## src/rtl/serial_subtractor.sv

```systemverilog
// Multi-cycle subtractor: A - B - bin over N bits, K bits per clock through a ripple-borrow chunk.
// Operands enter on in_valid/in_ready, results leave on out_valid/out_ready.
module serial_subtractor #(
    parameter int N = 16,
    parameter int K = 4
) (
    input  logic         clk,
    input  logic         rst_n,
    input  logic         in_valid,
    output logic         in_ready,
    input  logic [N-1:0] minuend,
    input  logic [N-1:0] subtrahend,
    input  logic         bin,
    output logic         out_valid,
    input  logic         out_ready,
    output logic [N-1:0] diff,
    output logic         bout,
    output logic         ovf
);

    if (K < 1 || K > N || (N % K) != 0) begin : g_bad_param
        $error("serial_subtractor: K must satisfy 1 <= K <= N and N %% K == 0");
    end

    localparam int NUM = N / K;
    localparam int CW  = (NUM > 1) ? $clog2(NUM) : 1;
    localparam logic [CW-1:0] LAST = CW'(NUM - 1);

    // Handshake: a transfer happens on a rising edge where valid and ready are both high.
    typedef enum logic [1:0] {
        IDLE = 2'd0,
        RUN  = 2'd1,
        DONE = 2'd2
    } state_t;

    state_t        state_q, state_d;
    logic [N-1:0]  a_q, a_d;
    logic [N-1:0]  b_q, b_d;
    logic [N-1:0]  diff_q, diff_d;
    logic [CW-1:0] cnt_q, cnt_d;
    logic          borrow_q, borrow_d;
    logic          a_msb_q, a_msb_d;
    logic          b_msb_q, b_msb_d;
    logic          bout_q, bout_d;
    logic          ovf_q, ovf_d;

    logic [K:0]    chunk;
    logic [N+K-1:0] shifted;

    assign chunk   = {1'b0, a_q[K-1:0]} - {1'b0, b_q[K-1:0]} - {{K{1'b0}}, borrow_q};
    // New chunk enters at the MSB end, so after NUM shifts chunk 0 sits at diff[K-1:0].
    assign shifted = {chunk[K-1:0], diff_q};

    always_comb begin
        state_d  = state_q;
        a_d      = a_q;
        b_d      = b_q;
        diff_d   = diff_q;
        cnt_d    = cnt_q;
        borrow_d = borrow_q;
        a_msb_d  = a_msb_q;
        b_msb_d  = b_msb_q;
        bout_d   = bout_q;
        ovf_d    = ovf_q;
        case (state_q)
            IDLE: begin
                if (in_valid) begin
                    a_d      = minuend;
                    b_d      = subtrahend;
                    borrow_d = bin;
                    a_msb_d  = minuend[N-1];
                    b_msb_d  = subtrahend[N-1];
                    cnt_d    = '0;
                    state_d  = RUN;
                end
            end
            RUN: begin
                a_d      = a_q >> K;
                b_d      = b_q >> K;
                borrow_d = chunk[K];
                diff_d   = shifted[N+K-1:K];
                cnt_d    = cnt_q + 1'b1;
                if (cnt_q == LAST) begin
                    state_d = DONE;
                    bout_d  = chunk[K];
                    ovf_d   = (a_msb_q != b_msb_q) && (shifted[N+K-1] != a_msb_q);
                end
            end
            DONE: begin
                if (out_ready) begin
                    state_d = IDLE;
                end
            end
            default: state_d = IDLE;
        endcase
    end

    always_ff @(posedge clk or negedge rst_n) begin
        if (!rst_n) begin
            state_q  <= IDLE;
            a_q      <= '0;
            b_q      <= '0;
            diff_q   <= '0;
            cnt_q    <= '0;
            borrow_q <= 1'b0;
            a_msb_q  <= 1'b0;
            b_msb_q  <= 1'b0;
            bout_q   <= 1'b0;
            ovf_q    <= 1'b0;
        end else begin
            state_q  <= state_d;
            a_q      <= a_d;
            b_q      <= b_d;
            diff_q   <= diff_d;
            cnt_q    <= cnt_d;
            borrow_q <= borrow_d;
            a_msb_q  <= a_msb_d;
            b_msb_q  <= b_msb_d;
            bout_q   <= bout_d;
            ovf_q    <= ovf_d;
        end
    end

    assign in_ready  = (state_q == IDLE);
    assign out_valid = (state_q == DONE);
    assign diff      = diff_q;
    assign bout      = bout_q;
    assign ovf       = ovf_q;

endmodule

```

## config.mk

```make
export PLATFORM = sky130hd
export DESIGN_NAME = serial_subtractor
export DESIGN_NICKNAME = d
export VERILOG_FILES = /design/src/rtl/serial_subtractor.sv
export SDC_FILE = /design/constraint.sdc
export NUM_CORES = 1
export LEC_CHECK = 0
export ABC_AREA = 1
export CORE_ASPECT_RATIO = 1.4
export CORE_MARGIN = 4
export CORE_UTILIZATION = 57
export CTS_BUF_LIST = sky130_fd_sc_hd__clkbuf_2 sky130_fd_sc_hd__clkbuf_4 sky130_fd_sc_hd__clkbuf_8
export DETAILED_ROUTE_END_ITERATION = 6
export MAX_ROUTING_LAYER = met4
export PLACE_DENSITY = 0.87
export SYNTH_ARGS = -nofsm -noshare
export SYNTH_HDL_FRONTEND = slang
export SYNTH_SLANG_ARGS = --single-unit
```

## constraint.sdc

```tcl
create_clock -name clk -period 4.1 [get_ports clk]
set_input_delay 0.82 -clock clk [delete_from_list [all_inputs] [get_ports clk]]
set_output_delay 0.82 -clock clk [all_outputs]
set_load 0.02 [all_outputs]
```

# Yosys cells after proc, flatten, opt, wreduce, memory -nomap -nowiden
# Cells that the tools add are included.
[op_classes]
add_sub_neg = 3
eq_ne = 8
muxes = 12
reduce_logical = 7
[ops]
columns = ["op", "count"]
rows = [
  ["$pmux W16 S2", 2],
  ["$mux W16", 2],
  ["$mux W2", 4],
  ["$pmux W2 S3", 1],
  ["$reduce_and A2 Y1", 3],
  ["$sub A4 B4 Y5", 1],
  ["$sub A5 B1 Y5", 1],
  ["$eq A2 B2 Y1 const B", 2],
  ["$ne A2 B2 Y1 const B", 2],
  ["$pmux W2 S2", 1],
  ["$reduce_and A3 Y1", 1],
  ["$add A2 B1 Y2 const B", 1],
  ["$eq A2 B1 Y1 const B", 1],
  ["$logic_not A2 Y1", 1],
  ["$ne A1 B1 Y1", 2],
  ["$ne A2 B1 Y1 const B", 1],
  ["$pmux W1 S2", 1],
  ["$reduce_bool A2 Y1", 1],
  ["$logic_and A1 B1 Y1", 1],
  ["$mux W1", 1],
]
[totals]
ff_bits = 57
in_bits = 37
out_inout_bits = 20
word_cells = 40

# Logic depth before layout (Yosys ltp)
[depth]
word_depth = 4
ltp_mapped = 12
mapped_depth_nobuf = 12

# Least setup slack after synthesis
# Ideal clock, no wire load.
[synth_path]
path_type = "register -> register"
startpoint = "register a_q[0]"
endpoint = "register borrow_q"
setup_time_ns = 0.121
t_arrival_ns = 1.884
required_ns = 3.979
slack_ns = 2.095
stages_incl_launch_ff = 12
n_path_buf = 0
period_less_slack_ns = 2.005
path_cell_list = "dfrtp_1 fa_1 inv_1 ha_1 nor2_1 fa_1 nand2_1 a21o_1 nand2_1 nand3_1 nand2_1 o21ai_1"
[synth_between]
elab_chain_cells = 3
[synth_rtl]
columns = ["element", "line", "text"]
rows = [
  ["start: declaration", "37", "logic [N-1:0] a_q, a_d;"],
  ["start signal: assignment", "101", "a_q <= '0;"],
  ["start signal: assignment", "112", "a_q <= a_d;"],
  ["$sub A4 B4 Y5", "50", "assign chunk = {1'b0, a_q[K-1:0]} - {1'b0, b_q[K-1:0]} - {{K{1'b0}}, borrow_q};"],
  ["$sub A5 B1 Y5", "50", ""],
  ["$pmux W1 S2", "65", "case (state_q)"],
  ["end signal: assignment", "116", "borrow_q <= borrow_d;"],
  ["end: declaration", "41", "logic borrow_q, borrow_d;"],
]
# No other way between the ends.
# A chain may end at the register's enable or synchronous reset.

# Worst setup path in the final report
[layout_path]
startpoint = "input port in_valid"
endpoint = "register a_q[10]"
[layout_between]
elab_chain_cells = 2
[layout_rtl]
columns = ["element", "line", "text"]
rows = [
  ["start: declaration", "9", "input logic in_valid,"],
  ["$ne A2 B2 Y1 (no source line)", "n/a", ""],
  ["$reduce_and A2 Y1 (no source line)", "n/a", ""],
]
# No other way between the ends.

==> out/qor.yml <==
logic_synthesis:
  synth_top_area_frac: 0.5189
  synth-seq-cells: 57
  synth.distinct_cells: 27
  synth_area_leaders: "dfrtp_1, nand2_1, inv_1, o21ai_1, o21ai_0"
  ys_seq_area_frac: 0.5189
  synth_area_leader_cell: "dfrtp_1"
  synth.avg_cell_area_um2: 8.484
  yosysWarningCount: 0
  synthesis.area_um2: 2749
  synthesis.nets: 370
  synthCells: 324
worst_setup_path:
  slowest_delay_ps: 620
  cp.arrival_ps: 2650
  cp-end-kind: "register"
  crit_chain: "clkdlybuf4s50_1 > inv_1 > nor2_4 > nor2_8 > inv_2 > nand2_1 > o21ai_1"
  slowest_stage: "inv_2"
  worstPathRequired_ps: 4350
  crit_type: "in -> reg"
  critPathTopFamily: "buffers and inverters"
  critPathMaxFanout: 53
  crit_buf_inv: 3
  start_kind: "input pin"
routing:
  drt_first_pass_iters: 4
  drt-initial-drc-count: 98
  drc: 0
  wl_um: 5632
  ant_nets: 0
  viasPerCell: 5.020
  num_vias: 2219
  routedWlPerCell_um: 12.74
power_and_ir_drop:
  p_per_area_nw_per_um2: 875.0
  cellLeakagePower_uw: 0.001667
  peakVddDrop_uv: 420.2
cells_and_area:
  diodes: 0
  utilization: 0.7513
  nets: 423
  drive_above_1_share: 0.08158
  synthToLayoutAreaGrowth_pct: 25.94
placement:
  dpl.hpwl_um: 3993
  gp_congestion: 0.7704
  io_buffer_count: 56
floorplan:
  die_h_um: 90.17
  die_x_um: 66.69
  coreArea_um2: 4608
  rows: 29
  die-area_um2: 6013
  start_util: 0.5965
  io-pin-count: 57
clock_tree:
  clk_path_buf_depth: 2
  cts_tree: "yes"
  cts.sinks: 57
  htree_levels: 3
  hold_buffers: 0
  clock_latency_ps: 330
  clock_tree.root_cell: "clkbuf_8"
  post_cts_buffers: 0
  cts_resized: 0
  clk_pin_slew_ps: 60
  cts_buffers: 9
timing:
  finClkSkew_ps: 3.834
  worst_slew_pin_slew_ps: 963.0
  timing.final.crit_share: 0.5869
  slew_headroom: 0.3570
  drv_slew: 0
  fmax_ghz: 0.4156
  hold_violations: 0
  rsz0062_at_grt: "false"
  period_needed_ps: 2406
  setup-tns-final_ps: 0
  setup_violations: 0
grt:
  antenna_found_initial: 0
  grt_max_degree: 67
  grt_pass1_wl_um: 9715
  grt.total_usage: 0.2177
  overflow: 0
  grt_pass1_vias: 2266
min_path:
  worstHoldPathType: "reg -> reg"
status:
  status: "completed"
run:
  maxCapViolCount: 0
==> flip-flops by register name, indices dropped and copies added, names as in the netlist <==
name / count
a_msb_q: 1
a_q: 16
b_msb_q: 1
b_q: 16
borrow_q: 1
bout: 1
cnt_q: 2
diff: 16
ovf: 1
state_q: 2
==> kinds of logic (layout without fill, tap and decap cells) <==
kind of cell | after synthesis | in the layout | synth area share
DFF | 57 | 57 | 0.5189
xor gates and xnor gates | 1 | 1 | 0.003187
AOI/OAI and AO/OA | 75 | 75 | 0.1502
and+or+nand+nor | 118 | 118 | 0.1775
buffers and inverters | 64 | 120 | 0.1038
adders and majority gates | 9 | 9 | 0.04643
==> through the flow <==
step	instances	hold WS (ps)	total power (uW)	setup WS, ps	cell area [um^2]
floorplan	324	452.9	2177	2095	2749
global placement	428	453.8	2485	1411	3288
detailed placement	428	462.0	2581	1364	3288
CTS	442	476.3	3054	1693	3462
global route	442	513.9	3309	1512	3462
finish	442	474.4	3029	1694	3462
==> final timing paths <==
kind / cells after the start / from / to / slack, ps
setup / recovery: 7 / in_valid / a_q[10] / 1690
hold / removal: 2 / diff[0] / diff[0] / 470
setup reg to reg: 11 / a_q[0] / borrow_q / 1830
hold reg to reg: 2 / diff[0] / diff[0] / 470
max in group asynchronous: 2 / rst_n / diff[12] / 2790
min in group asynchronous: 1 / rst_n / diff[13] / 510
==> synthesized netlist by cell type <==
cell type,number
inv_2,4
o21ai_1,33
nand2_2,1
a21o_1,1
o31ai_1,1
buf_4,1
nor2_8,1
a22o_1,1
fa_1,2
nand3_1,7
o21a_1,1
xnor2_1,1
buf_6,4
clkbuf_1,1
nand2_1,99
dfrtp_1,57
ha_1,7
or2_2,1
nor2_4,2
o22ai_1,1
o21ai_2,6
nor2_1,7
a21oi_1,1
buf_2,9
inv_1,45
o21ai_0,28
a31oi_1,2
==> worst reg2reg max path, cell delays in order, from the launching register on <==
cell and delay (ps):
dfrtp_1 400, fa_1 560, inv_1 50, ha_1 180
nor2_1 150, fa_1 200, nand2_1 90, a21o_1 160
nand2_1 80, nand3_1 90, nand2_1 90, o21ai_1 70
==> cell usage in the layout (no fill, tap or decap), types with 2 or more instances in the layout <==
cell type	instances
a31oi_1	2
nand2_1	99
nor2_1	7
o21ai_2	6
clkbuf_4	3
nor2_4	2
clkdlybuf4s50_1	55
fa_1	2
clkbuf_8	11
o21ai_0	28
inv_1	45
o21ai_1	33
nand3_1	7
dfrtp_1	57
ha_1	7
inv_2	4
==> where the power goes <==
| part | leakage (uW) | switching (uW) | internal, uW |
|---|---|---|---|
| logic | 0.000856 | 1000 | 608 |
| clock network | 0.0000929 | 199 | 266 |
| registers | 0.000718 | 125 | 832 |
==> per-layer routing <==
metal | up-vias | global-route usage | share of wire
li1 | 1122 | - | -
met1 | 1014 | 0.2402 | 0.41
met2 | 70 | 0.3526 | 0.52
met3 | 13 | 0.07232 | 0.053
met4 | 0 | 0.09322 | 0.021
met5 | - | - | 0
==> layout make-up <==
type,instances,area (um^2)
repair buffers,57,563.0
well taps,62,77.57
inverters,49,183.9
multi-input cells,203,1037
fillers,355,1146
flip-flops and latches,57,1426
clock buffers,14,173.9
No activity file was read; power rests on OpenSTA's default activity.
